==> config.mk <==
export PLATFORM = sky130hd
export DESIGN_NAME = psum_col_fifo
export DESIGN_NICKNAME = d
export VERILOG_FILES = /design/src/rtl/psum_col_fifo_pkg.sv /design/src/rtl/psum_col_fifo_col_fifo.sv /design/src/rtl/psum_col_fifo.sv
export SDC_FILE = /design/constraint.sdc
export NUM_CORES = 2
export LEC_CHECK = 0
export ABC_AREA = 1
export BUFFER_PORTS_ARGS = -buffer_cell sky130_fd_sc_hd__buf_2
export CAP_MARGIN = 10
export CORE_MARGIN = 3
export CORE_UTILIZATION = 30
export CTS_CLUSTER_SIZE = 28
export DETAILED_ROUTE_END_ITERATION = 7
export HOLD_SLACK_MARGIN = 0.03
export PLACE_DENSITY = 0.54
export SLEW_MARGIN = 25
export SYNTH_ARGS = -nofsm -noshare
export SYNTH_HDL_FRONTEND = slang
export SYNTH_SLANG_ARGS = --single-unit
export TNS_END_PERCENT = 100
==> constraint.sdc <==
create_clock -name clk -period 7.3 [get_ports clk]
set_input_delay 0 -clock clk [delete_from_list [all_inputs] [get_ports clk]]
set_output_delay 0 -clock clk [all_outputs]
set_load 0.01 [all_outputs]
==> src/rtl/psum_col_fifo_pkg.sv <==
// Shared constants for the PE-array column output buffer.
package psum_col_fifo_pkg;

   localparam int unsigned COL     = 8;
   localparam int unsigned PSUM_BW = 16;
   localparam int unsigned DEPTH   = 16;

   // One extra pointer bit separates full from empty when the low bits match.
   function automatic int unsigned ptr_width(input int unsigned d);
      return $clog2(d) + 1;
   endfunction

endpackage

==> src/rtl/psum_col_fifo_col_fifo.sv <==
// Single-column synchronous FIFO. Writes to a full FIFO are dropped.
// Reads from an empty FIFO are ignored.
module psum_col_fifo_col_fifo
   import psum_col_fifo_pkg::*;
#(
   parameter int unsigned depth = DEPTH,
   parameter int unsigned bw    = PSUM_BW
) (
   input  logic          clk,
   input  logic          reset,
   input  logic          wr,
   input  logic          rd,
   input  logic [bw-1:0] din,
   output logic [bw-1:0] dout,
   output logic          full,
   output logic          empty
);

   localparam int unsigned PW = ptr_width(depth);
   localparam int unsigned AW = PW - 1;
   localparam logic [PW-1:0] PtrOne = PW'(1);

   logic [PW-1:0] wr_ptr_q, wr_ptr_d;
   logic [PW-1:0] rd_ptr_q, rd_ptr_d;
   logic [bw-1:0] mem_q [depth];
   logic [bw-1:0] mem_d [depth];

   assign empty = (wr_ptr_q == rd_ptr_q);
   assign full  = (wr_ptr_q[PW-1] != rd_ptr_q[PW-1]) &&
                  (wr_ptr_q[AW-1:0] == rd_ptr_q[AW-1:0]);
   assign dout  = mem_q[rd_ptr_q[AW-1:0]];

   always_comb begin
      wr_ptr_d = wr_ptr_q;
      rd_ptr_d = rd_ptr_q;
      mem_d    = mem_q;
      if (wr && !full) begin
         mem_d[wr_ptr_q[AW-1:0]] = din;
         wr_ptr_d                = wr_ptr_q + PtrOne;
      end
      if (rd && !empty) begin
         rd_ptr_d = rd_ptr_q + PtrOne;
      end
   end

   always_ff @(posedge clk or posedge reset) begin
      if (reset) begin
         wr_ptr_q <= '0;
         rd_ptr_q <= '0;
      end else begin
         wr_ptr_q <= wr_ptr_d;
         rd_ptr_q <= rd_ptr_d;
      end
   end

   // Storage needs no reset; the pointers alone define which entries are valid.
   always_ff @(posedge clk) begin
      mem_q <= mem_d;
   end

endmodule

==> src/rtl/psum_col_fifo.sv <==
// Column-aligned psum buffer: each column fills independently, and the SFU pops
// one full row at a time once every column holds data.
module psum_col_fifo
   import psum_col_fifo_pkg::*;
#(
   parameter int unsigned col     = COL,
   parameter int unsigned psum_bw = PSUM_BW,
   parameter int unsigned depth   = DEPTH
) (
   input  logic                   clk,
   input  logic                   reset,
   input  logic [col-1:0]         wr,
   input  logic [col*psum_bw-1:0] in,
   input  logic                   rd,
   output logic [col*psum_bw-1:0] out,
   output logic                   out_vld,
   output logic                   o_valid,
   output logic                   o_full,
   output logic                   o_ready,
   output logic                   err_ovf,
   output logic                   err_udf
);

   logic [col-1:0]         col_full;
   logic [col-1:0]         col_empty;
   logic [col*psum_bw-1:0] head;
   logic                   rd_acc;

   logic [col*psum_bw-1:0] out_q, out_d;
   logic                   out_vld_q, out_vld_d;
   logic                   err_ovf_q, err_ovf_d;
   logic                   err_udf_q, err_udf_d;

   for (genvar k = 0; k < col; k++) begin : g_col
      psum_col_fifo_col_fifo #(
         .depth (depth),
         .bw    (psum_bw)
      ) u_col_fifo (
         .clk   (clk),
         .reset (reset),
         .wr    (wr[k]),
         .rd    (rd_acc),
         .din   (in[k*psum_bw +: psum_bw]),
         .dout  (head[k*psum_bw +: psum_bw]),
         .full  (col_full[k]),
         .empty (col_empty[k])
      );
   end

   // Flags depend only on registered pointers, never on this cycle's inputs.
   assign o_valid = ~|col_empty;
   assign o_full  = |col_full;
   assign o_ready = ~o_full;
   assign rd_acc  = rd && o_valid;

   always_comb begin
      out_d     = out_q;
      out_vld_d = 1'b0;
      err_ovf_d = err_ovf_q | (|(wr & col_full));
      err_udf_d = err_udf_q | (rd & ~o_valid);
      if (rd_acc) begin
         out_d     = head;
         out_vld_d = 1'b1;
      end
   end

   always_ff @(posedge clk or posedge reset) begin
      if (reset) begin
         out_q     <= '0;
         out_vld_q <= 1'b0;
         err_ovf_q <= 1'b0;
         err_udf_q <= 1'b0;
      end else begin
         out_q     <= out_d;
         out_vld_q <= out_vld_d;
         err_ovf_q <= err_ovf_d;
         err_udf_q <= err_udf_d;
      end
   end

   assign out     = out_q;
   assign out_vld = out_vld_q;
   assign err_ovf = err_ovf_q;
   assign err_udf = err_udf_q;

endmodule

==> results.md <==
- Outcome: finished, final reports clean
- F_max: 199 MHz
- Die area: between 300,000 and 400,000 um2
- Placed Cells: between 10k and 15k
- Clock root cell: clkbuf_16
- CTS tree: done
- Synth Register Bits: between 2k and 2.5k
- Dpl ws: ~3000 ps
- Seq/Total Area, Yosys: 67.9%
- Cells after Synth: between 9k and 10k
- # clock sinks: roughly 2.3k
- Post-CTS setup buffer count: 0
- Crit path time final: 5030 ps
- Area Growth Syn to Fin: 17.4%
- EDFF count, synth: 2,048
- Share of flip-flops with an asynchronous set or reset: under 10%
- Count of unique library cells instantiated by Yosys: 21
- Avg Inst Size Synth: 10.0 um2
- Largest net degree at the start of global routing: 92
- Nets@finish: 10.4k
- Crit path max fanout: between 60 and 70
- Cts hold-fix bufs: between 200 and 250
- Post-DRT Antenna Nets: 0
- Static leakage: between 50 and 60 nW
- Maximum buffer depth of the clock tree: 4
- Finished Layout Cells: 14.8k
- DR WL/cell: approximately 19 um
- Via count: approximately 66k
- DP Wirelength: 159,000 um
- Critical path arrival: slightly above 5000 ps
- CP Class: register to primary output
- FP Rows: roughly 210
- DRC viols: 0
- Yosys Warn Count: 0
- GRT Total Usage: between 10% and 20%
- Initial antenna violation count: 21
- Die X: between 500 and 600 um
- Cell Pwr Density: slightly below 400 nW/um2
- Clock-pin slew on the worst setup and hold paths: 60 ps
- First-pass GRT wire length: roughly 400,000 um
- Port bufs: about 270
- Core Region: about 330,000 um2
- Cell with the largest stage delay on the worst path: buf_4
- GP Congestion: between 0.7 and 0.8
- Slew headroom: between 30 and 40%
- Critical path cell sequence: inv_4, nand2_1, nand2_1, nor2_1, nand3_1, nand2_1, nor2_4, buf_4, buf_4, nand2_1, inv_1, buf_2
- Max stage delay on crit path: 790 ps
- Setup TNS: 0 ps
- Post-Synthesis Cell Area: between 90,000 and 100,000 um2
- Htree depth: 5
- Final wirelength: around 270,000 um
- Fin crit share: between 60% and 70%
- Fin. Hold Viols: 0
- Remaining global-route overflow: 0
- Final Slew Violations: 0
- Starting Density: a little under a third
- Max Cap Viol: 0
- DR vias/cell: between 4 and 5
- WP data required: ~7300 ps
- Vias in the first global route: roughly 63k
- Syn Nets: between 10k and 15k
- Final Util: between 30% and 40%
- RSZ-0062 raised after global routing: no
- Skew-Pair Late Insertion Delay: between 900 and 1000 ps
- Critical Path Sink Type: primary output
- Die H: ~580 um
- CP startpoint kind: register
- Layout cells sized above 1: around 8.9%
- Setup ws final: about 2300 ps
- 1st-iter DRT viols: roughly 5.4k
- Slew at the pin with the worst max-slew slack: between 1000 and 1500 ps
- Skew final: 72.0 ps
- CTS Buf Count: about 270
- Post-CTS sizing: 0
- CP most frequent cell: nand2_1
- Final setup fails: 0
- Worst vdd ir: 0.653 mV
- Hold WC Path Type: primary input to register
- Ports: ~270
- DRT Pass-1 Iters: 6
- Top_reg_cell synth: edfxtp_1
- Tot Pwr: between 40 and 50 mW
logic make-up (layout without fill, tap and decap cells):
| kind of cell | after synthesis | count (layout) | synth area share, % |
|---|---|---|---|
| buffers and inverters | 2266 | 2878 | 8.75 |
| other | 0 | 5 | 0 |
| AND/OR/NAND/NOR | 5176 | 5176 | 22.1 |
| adder cells (fa/ha/maj) | 40 | 40 | 0.509 |
| XOR/XNOR | 66 | 66 | 0.588 |
| AO/OA/AOI/OAI | 19 | 19 | 0.0967 |
| flip-flops | 2259 | 2259 | 67.9 |
flip-flops by register name, indices dropped and copies added, names as in the netlist:
register,flops
g_col.u_col_fifo.mem_q,2048
out,128
g_col.u_col_fifo.rd_ptr_q,40
g_col.u_col_fifo.wr_ptr_q,40
err_ovf,1
err_udf,1
out_vld,1
layout by cell type (no fill, tap or decap), types with 20 or more instances in the layout:
| master | instances |
|---|---|
| nand2_1 | 3359 |
| edfxtp_1 | 2048 |
| inv_1 | 1743 |
| nand3_1 | 1478 |
| clkbuf_16 | 272 |
| buf_2 | 271 |
| dlygate4sd3_1 | 207 |
| dfrtp_1 | 195 |
| nand4_1 | 168 |
| buf_4 | 132 |
| clkbuf_1 | 77 |
| nor2_2 | 65 |
| nor2_1 | 61 |
| xor2_1 | 50 |
| clkinv_1 | 43 |
| ha_1 | 40 |
| clkinv_2 | 36 |
| nor2_4 | 32 |
| bufinv_16 | 20 |
final timing paths:
path,from,end,slack (ps),depth (start not counted)
max,g_col[7].u_col_fifo.rd_ptr_q[0],o_valid,2270,12
min,in[124],g_col[7].u_col_fifo.mem_q[76],110,2
max reg2reg,g_col[7].u_col_fifo.rd_ptr_q[0],err_udf,3060,12
min reg2reg,err_udf,err_udf,460,2
max in group asynchronous,reset,g_col[6].u_col_fifo.rd_ptr_q[0],5730,5
min in group asynchronous,reset,out[74],380,4
synth_stat cells (16+ instances only):
cell      instances  area, um2
inv_1          1755       6590
o21ai_0          19       95.1
clkbuf_1        316       1190
dfrtp_1         211       5280
nand3_1        1478       7400
xor2_1           50        438
nor2_1          156        586
buf_2            75        375
xnor2_1          16        140
ha_1             40        500
edfxtp_1       2048      61500
nand4_1         168       1050
buf_1            94        353
nand2_1        3359      12600
area by class of cell:
cell class | instances | area, um2
Fill cell | 32468 | 210000
Clock buffer | 367 | 7340
Multi-Input combinational cell | 5301 | 23300
Clock inverter | 117 | 1320
Inverter | 1779 | 6710
Tap cell | 4325 | 5410
Antenna cell | 5 | 12.5
Sequential cell | 2259 | 66800
Timing Repair Buffer | 615 | 4520
power breakdown:
| group | internal [mW] | leakage [nW] | switching (mW) |
|---|---|---|---|
| sequential | 15.8 | 21.1 | 1.31 |
| combinational | 4.00 | 24.7 | 10.8 |
| clock | 7.82 | 4.22 | 5.44 |
per-layer routing:
metal | vias up | track usage [%] | share of wire, %
met5 | - | 0 | 0.018
met4 | 8 | 4.28 | 2.5
met3 | 369 | 2.40 | 5.0
met2 | 1561 | 26.6 | 48
met1 | 31777 | 21.9 | 45
li1 | 32359 | - | -
metrics by stage:
stage	area [um2]	hold slack (ps)
floorplan	98300	98.9
global placement	105000	107
detailed placement	105000	103
CTS	115000	31.8
global route	115000	68.8
finish	115000	110
worst max-delay path: cells and delay by family (launching register included):
family	cells	cell delay, ps
buffers and inverters	5	2240
AND/OR/NAND/NOR	7	1070
flip-flops	1	720
Power figures use the tool's default switching activity.
